--- config.mk ---
export PLATFORM = sky130hd
export DESIGN_NAME = dmem_arbiter
export DESIGN_NICKNAME = d
export VERILOG_FILES = /design/src/rtl/dmem_arbiter.sv
export SDC_FILE = /design/constraint.sdc
export NUM_CORES = 1
export LEC_CHECK = 0
export ABC_CLOCK_PERIOD_IN_PS = 5800
export CELL_PAD_IN_SITES_DETAIL_PLACEMENT = 1
export CELL_PAD_IN_SITES_GLOBAL_PLACEMENT = 2
export CORE_MARGIN = 3
export CORE_UTILIZATION = 18
export CTS_CLUSTER_DIAMETER = 60
export DETAILED_ROUTE_END_ITERATION = 10
export PLACE_DENSITY = 0.91
export SLEW_MARGIN = 0
export SYNTH_ARGS = -nofsm -noshare
export SYNTH_HDL_FRONTEND = slang
export SYNTH_SLANG_ARGS = --single-unit
--- constraint.sdc ---
create_clock -name clk -period 5.8 [get_ports clk]
set_input_delay 1.16 -clock clk [delete_from_list [all_inputs] [get_ports clk]]
set_output_delay 1.16 -clock clk [all_outputs]
set_load 0.02 [all_outputs]
--- src/rtl/dmem_arbiter.sv ---
// Shares the single-port data memory between the core load/store path and a host port.
// The core has priority; the host gets a forced grant after MAX_WAIT denied cycles and can lock bursts.
module dmem_arbiter #(
  parameter int unsigned AW       = 8,
  parameter int unsigned DW       = 8,
  parameter int unsigned MAX_WAIT = 4
) (
  input  logic          clk,
  input  logic          reset,
  input  logic          core_rd_en,
  input  logic          core_wr_en,
  input  logic [AW-1:0] core_addr,
  input  logic [DW-1:0] core_wdata,
  output logic [DW-1:0] core_rdata,
  output logic          core_stall,
  input  logic          host_req,
  input  logic          host_we,
  input  logic          host_lock,
  input  logic [AW-1:0] host_addr,
  input  logic [DW-1:0] host_wdata,
  output logic          host_gnt,
  output logic          host_rvalid,
  output logic [DW-1:0] host_rdata,
  output logic          mem_rd_en,
  output logic          mem_wr_en,
  output logic [AW-1:0] mem_addr,
  output logic [DW-1:0] mem_wdata,
  input  logic [DW-1:0] mem_rdata
);

  localparam int unsigned CW = $clog2(MAX_WAIT + 1);

  typedef enum logic [0:0] {
    CORE = 1'b0,
    HOST = 1'b1
  } state_t;

  state_t          state_q, state_d;
  logic [CW-1:0]   wait_cnt_q, wait_cnt_d;
  logic            host_rvalid_q, host_rvalid_d;
  logic [DW-1:0]   host_rdata_q, host_rdata_d;

  logic            core_act;
  logic            core_serve;
  logic            host_rd_gnt;

  assign core_act = core_rd_en | core_wr_en;

  // Grant decision; everything is held off while reset is asserted.
  always_comb begin
    host_gnt   = 1'b0;
    core_serve = 1'b0;
    if (!reset) begin
      if (state_q == HOST) begin
        if (host_req) host_gnt = 1'b1;
        else          core_serve = core_act;
      end else begin
        if (host_req && (!core_act || wait_cnt_q == CW'(MAX_WAIT))) host_gnt = 1'b1;
        else                                                          core_serve = core_act;
      end
    end
    core_stall = core_act && !core_serve && !reset;
  end

  always_comb begin
    if (host_gnt) begin
      mem_addr  = host_addr;
      mem_wdata = host_wdata;
      mem_rd_en = ~host_we;
      mem_wr_en = host_we;
    end else begin
      mem_addr  = core_addr;
      mem_wdata = core_wdata;
      mem_rd_en = core_rd_en & core_serve;
      mem_wr_en = core_wr_en & core_serve;
    end
  end

  assign core_rdata  = mem_rdata;
  assign host_rd_gnt = host_gnt & ~host_we;

  always_comb begin
    state_d = state_q;
    case (state_q)
      CORE:    if (host_gnt && host_lock)  state_d = HOST;
      HOST:    if (!host_req || !host_lock) state_d = CORE;
      default: state_d = CORE;
    endcase

    wait_cnt_d = '0;
    if (host_req && !host_gnt)
      wait_cnt_d = (wait_cnt_q == CW'(MAX_WAIT)) ? wait_cnt_q : wait_cnt_q + CW'(1);

    host_rvalid_d = host_rd_gnt;
    host_rdata_d  = host_rd_gnt ? mem_rdata : host_rdata_q;
  end

  always_ff @(posedge clk) begin
    if (reset) begin
      state_q       <= CORE;
      wait_cnt_q    <= '0;
      host_rvalid_q <= 1'b0;
      host_rdata_q  <= '0;
    end else begin
      state_q       <= state_d;
      wait_cnt_q    <= wait_cnt_d;
      host_rvalid_q <= host_rvalid_d;
      host_rdata_q  <= host_rdata_d;
    end
  end

  assign host_rvalid = host_rvalid_q;
  assign host_rdata  = host_rdata_q;

endmodule

==> impl_results.md, run 1 <==
* Status: finished clean
* Row count at 27
* PwrDens at 157 nW/um^2
* # Post-CTS Setup Buffers at 0
* Clock latency on the worst-skew pair at 250 ps
* Cell with the most instances on the worst path: clkdlybuf4s50_1
* Setup-failing EPs final at 0
* Slew @ Worst Pin at 675 ps
* Clock Skews at 4.99 ps
* Area Growth Syn to Fin at 82.9%
* Synth area leaders: dfxtp_1 25%, mux2_4 12%, mux2_2 8.7%
* YS warnings at 0
* Crit path from: core_wr_en
* Leakage at 0.763 nW
* Hold Vio Cnt, Final at 0
* Vias in the first global route at 1213
* First-pass GRT wire length at 6.05 mm
* Slew margin rel. at 0.548
* Setup TNS at 0 ps
* Total GRT Usage at 0.117
* Yosys top cell area share at 0.251
* CTS tree: built
* Routed Antenna Nets at 0
* PortBufs at 83
* Seq/Total Area, Yosys at 0.251
* Avg Cell Area, Syn at 8.88 um^2
* Maximum VDD drop at 0.0792 mV
* Worst hold start: wait_cnt_q[0]$_SDFFE_PP0P_
* RSZ-0062 raised after global routing: false
* Worst Hold Class: reg -> reg
* Drt drc at 0
* Placed cell area at 1850 um^2
* Per-cell routed wire length at 14.5 um
* Post-cts sizing count at 0
* Fill cells at 664
* Drt first pass iters at 4
* Period utilization at 0.797
* Max-cap viol count at 0
* Vias/cell at 4.24
* Fin crit period at 4620 ps
* Total grt overflow at 0
* Synth async-reset ratio at 0
* Max incr delay on CP at 640 ps
* Post-route worst setup slack at 1180 ps
* Boundary pin count at 84
* Setup WS pre-CTS at 1140 ps
* Count of different cell masters after synthesis at 32
* Crit Path Category: in -> out
* Initial core utilization at 0.187
* Critical Path Source Type: primary input
* GP Congestion at 0.665
* CP required at 4640 ps
* Fin nets at 240
* 1st-iter DRT viols at 20
* Die ar. at 6720 um^2
* DP HPWL at 3.08 mm
* Ant diodes at 0
* Largest net degree at the start of global routing at 19
* CP max-delay cell: clkdlybuf4s50_1
* RR Startpoint: wait_cnt_q[0]$_SDFFE_PP0P_
* Maximum clock insertion buffer count at 2
* Worst EP arrival at 3460 ps
* Post-synth top flop: dfxtp_1
* Die height at 82.0 um
* Mapped cell area at 1040 um^2
* Post-synth EDFFs at 0
* WHS at 483 ps
* List of most frequent post-synthesis cells: 16 x nand3_1, 13 x dfxtp_1, 11 x nand2_1
* Worst-path clk slew at 60 ps
* Post-CTS Hold Fix Bufs at 0
* Leading area contributor after synthesis: dfxtp_1
* Die Wd at 82.0 um
* Max Clock Freq at 216 MHz
* Worst-path fanout max at 18
* Yosys reg bits at 13
* Post-synthesis cell count at 117
* CP cell instances: clkdlybuf4s50_1 -> nor2_8 -> o21ai_4 -> mux2_2 -> clkdlybuf4s50_1
* Placeable Area at 5540 um^2
* TritonCTS Buffers at 3
* Fin area at 1900 um^2
* Count leader, synth: nand3_1
* Antenna violations before repair at 0
* Clock root cell: clkbuf_8
* Syn_nets at 166
* Layout cells sized above 1 at 0.132
* CP Capture Type: output port
* H-Tree Depth at 1
* WL final at 3.81 mm
* Vias post-DR at 1110
* Clock Sinks at 13
* Pins Over Slew Limit at 0
critical path: cells and delay by family:
| kind | cells | cell delay (ps) |
|---|---|---|
| mux | 1 | 410 |
| simple gates | 1 | 110 |
| compound gates | 1 | 580 |
| buf+inv | 2 | 1190 |
flip-flops by register name, indices dropped and copies added, names as in the netlist:
register     flops
host_rvalid      1
state_q          1
host_rdata       8
wait_cnt_q       3
final cells by class:
class,count,area [um^2],share of cell area
flip-flops and latches,13,260,0.137
clock buffers,4,45.0,0.0237
inverters,5,18.8,0.00988
repair buffers,84,838,0.441
multi-input cells,84,647,0.341
well taps,72,90.1,0.0474
power by group:
part | leakage, nW | switching, mW | internal [mW]
combinational | 0.634 | 0.0495 | 0.0681
clock | 0.0228 | 0.0366 | 0.0486
sequential | 0.106 | 0.00249 | 0.0937
path summary, 6_finish.rpt:
path | to | slack [ps] | cells past startpoint
hold reg to reg | wait_cnt_q[0]$_SDFFE_PP0P_ | 480 | 1
hold / removal | wait_cnt_q[0]$_SDFFE_PP0P_ | 480 | 1
setup reg to reg | state_q$_SDFF_PP0_ | 3880 | 6
setup / recovery | mem_addr[4] | 1180 | 5
kinds of logic after synthesis:
logic type      Yosys count  synth area share
compound gates           17             0.135
fa+ha+maj                 2            0.0241
mux                      17             0.212
simple gates             48             0.252
buf+inv                  20             0.127
flops                    13             0.251
stage by stage:
| stage | power (mW) | util | cells |
|---|---|---|---|
| global placement | 0.215 | 0.335 | 258 |
| global route | 0.313 | 0.343 | 262 |
| CTS | 0.301 | 0.343 | 262 |
| floorplan | 0.153 | - | 117 |
| finish | 0.299 | 0.343 | 262 |
| detailed placement | 0.217 | 0.335 | 258 |
metal layers:
| metal | wire, um | track usage | vias to the layer above | part of all wire |
|---|---|---|---|---|
| met1 | 1530 | 0.138 | 527 | 0.40 |
| met5 | 0 | 0 | - | 0 |
| met4 | 0 | 0.0216 | 0 | 0 |
| li1 | - | - | 556 | - |
| met2 | 2140 | 0.219 | 27 | 0.56 |
| met3 | 141 | 0.0219 | 0 | 0.037 |
cell usage in the layout (no fill, tap or decap), types with 2 or more instances in the layout:
| master | n |
|---|---|
| a21o_1 | 2 |
| clkdlybuf4s50_1 | 83 |
| inv_1 | 3 |
| nor2b_1 | 9 |
| nand2b_1 | 2 |
| o2111ai_1 | 8 |
| a21oi_1 | 2 |
| dfxtp_1 | 13 |
| nand3_1 | 16 |
| mux2_2 | 8 |
| mux2_4 | 8 |
| ha_1 | 2 |
| nor3_1 | 4 |
| nand2_1 | 11 |
| clkbuf_8 | 3 |
| o21ai_0 | 2 |
Note: power is estimated with default switching activity, not from simulation.
==> run 2: changes to the inputs <==
--- a/config.mk
+++ b/config.mk
@@ -5,14 +5,14 @@
 export SDC_FILE = /design/constraint.sdc
 export NUM_CORES = 1
 export LEC_CHECK = 0
-export ABC_CLOCK_PERIOD_IN_PS = 5800
+export ABC_CLOCK_PERIOD_IN_PS = 3900
 export CELL_PAD_IN_SITES_DETAIL_PLACEMENT = 1
 export CELL_PAD_IN_SITES_GLOBAL_PLACEMENT = 2
 export CORE_MARGIN = 3
-export CORE_UTILIZATION = 18
+export CORE_UTILIZATION = 15
 export CTS_CLUSTER_DIAMETER = 60
 export DETAILED_ROUTE_END_ITERATION = 10
-export PLACE_DENSITY = 0.91
+export PLACE_DENSITY = 0.82
 export SLEW_MARGIN = 0
 export SYNTH_ARGS = -nofsm -noshare
 export SYNTH_HDL_FRONTEND = slang
==> constraint.sdc (replaced) <==
create_clock -name clk -period 3.9 [get_ports clk]
set_input_delay 0.78 -clock clk [delete_from_list [all_inputs] [get_ports clk]]
set_output_delay 0.78 -clock clk [all_outputs]
set_load 0.02 [all_outputs]
==> impl_results.md, run 2 (same netlist as run 1, synthesis figures left out) <==
* Status: finished clean
* Boundary pin count at 84 (unchanged)
* Row count at 29 (+7.4%)
* GP Congestion at 0.779 (+17%)
* Clock root cell: clkbuf_8
* DP HPWL at 3.04 mm (-1.3%)
* Vias in the first global route at 1200 (-1.1%)
* Area Growth Syn to Fin at 86.9%
* Post-cts sizing count at 0 (unchanged)
* Clock latency on the worst-skew pair at 240 ps (about the same)
* Post-CTS Hold Fix Bufs at 0 (unchanged)
* TritonCTS Buffers at 3 (unchanged)
* Setup-failing EPs final at 0 (unchanged)
* Hold Vio Cnt, Final at 0 (unchanged)
* H-Tree Depth at 1 (unchanged)
* Die Wd at 89.2 um (+8.8%)
* Setup TNS at 0 ps (unchanged)
* M1 GR Usage at 0.107 (-0.0317)
* Worst EP arrival at 2750 ps (-710 ps)
* CP Capture Type: output port
* Initial core utilization at 0.159 (-0.0284)
* Slew @ Worst Pin at 537 ps (-139 ps)
* Critical Path Source Type: primary input
* Drt first pass iters at 4 (unchanged)
* CP required at 3120 ps (-1520 ps)
* Max Clock Freq at 283 MHz
* Max-cap viol count at 0 (unchanged)
* Routed Antenna Nets at 0 (unchanged)
* Max reg flops at 8 (unchanged)
* Pins Over Slew Limit at 0 (unchanged)
* Fin crit period at 3530 ps
* Met2 usage at 0.173 (-0.0454)
* Total GRT Usage at 0.0922 (-0.0249)
* Worst-path clk slew at 50 ps (about the same)
* Vias/cell at 4.27 (+0.71%)
* Per-cell routed wire length at 13.9 um (-4.7%)
* Drt drc at 0 (unchanged)
* First-pass GRT wire length at 5.83 mm (-3.7%)
* Die height at 89.2 um (+8.8%)
* Clock Sinks at 13 (unchanged)
* Leakage at 0.782 nW (+2.6%)
* Maximum clock insertion buffer count at 2 (unchanged)
* GRT busiest layer: met2
* Maximum VDD drop at 0.152 mV (+92%)
* Most common cell after layout, fill and taps aside: clkdlybuf4s50_1
* PortBufs at 83 (unchanged)
* PwrDens at 227 nW/um^2 (+44%)
* Most frequent cells in the layout: 83 x clkdlybuf4s50_1, 16 x nand3_1, 13 x dfxtp_1
* Slew margin rel. at 0.642 (+0.0934)
* Crit Path Category: in -> out
* Post-route worst setup slack at 370 ps (-808 ps)
* Met3 usage at 0.0203 (-0.00165)
* WL final at 3.74 mm (-1.8%)
* Period utilization at 0.905
* Placeable Area at 6530 um^2 (+18%)
* 1st-iter DRT viols at 12 (-40%)
* Total grt overflow at 0 (unchanged)
* # Post-CTS Setup Buffers at 0 (unchanged)
* CTS tree: built
* Worst Hold Class: reg -> reg
* Vias post-DR at 1152 (+3.8%)
* Setup WS pre-CTS at 364 ps (-781 ps)
* Clock Skews at 4.66 ps (-0.336 ps)
* Largest net degree at the start of global routing at 19 (unchanged)
* RSZ-0062 raised after global routing: false
* Antenna violations before repair at 0 (unchanged)
* Die ar. at 7960 um^2 (+18%)
* Worst-path fanout max at 18 (unchanged)
* Fin nets at 243 (+1.3%)
* Layout cells sized above 1 at 0.145 (+0.0135)
* Ant diodes at 0 (unchanged)
## run 2: layout make-up
cell class	count	area, um^2
fill	772	4590
clock buffer	4	45.0
timing repair buffer	87	873
multi-input combinational	84	647
tap	77	96.3
inverter	5	18.8
sequential	13	260
## run 2: report_power, final
part,total [mW],internal (mW),switching [mW]
clock network,0.120,0.0721,0.0480
logic,0.178,0.104,0.0742
registers,0.143,0.139,0.00318
total,0.441,0.315,0.125
## run 2: through the flow
step / utilization / hold WS (ps) / cells / area, um^2 / power, mW
6_report: 0.297 / 459 / 270 / 1940 / 0.441
5_1_grt: 0.297 / 494 / 270 / 1940 / 0.463
4_1_cts: 0.297 / 465 / 270 / 1940 / 0.446
3_5_place_dp: 0.290 / 458 / 266 / 1900 / 0.324
3_3_place_gp: 0.290 / 452 / 266 / 1900 / 0.323
2_1_floorplan: - / 430 / 117 / 1040 / 0.227
## run 2: worst max-delay path: stages
cell,delay (ps)
clkdlybuf4s50_1,620
nor2_8,100
o21ai_4,170
buf_12,190
mux2_2,340
clkdlybuf4s50_1,540
## run 2: final timing paths
path,cells past startpoint,start,to,slack (ps)
max reg2reg,7,wait_cnt_q[0]$_SDFFE_PP0P_,state_q$_SDFF_PP0_,2270
max,6,core_wr_en,mem_addr[5],370
min,1,wait_cnt_q[0]$_SDFFE_PP0P_,wait_cnt_q[0]$_SDFFE_PP0P_,460
min reg2reg,1,wait_cnt_q[0]$_SDFFE_PP0P_,wait_cnt_q[0]$_SDFFE_PP0P_,460
## run 2: layer usage
layer,wire (um),vias to the layer above
met5,0,-
met4,27,0
met3,217,2
met2,1960,45
met1,1540,545
li1,-,560
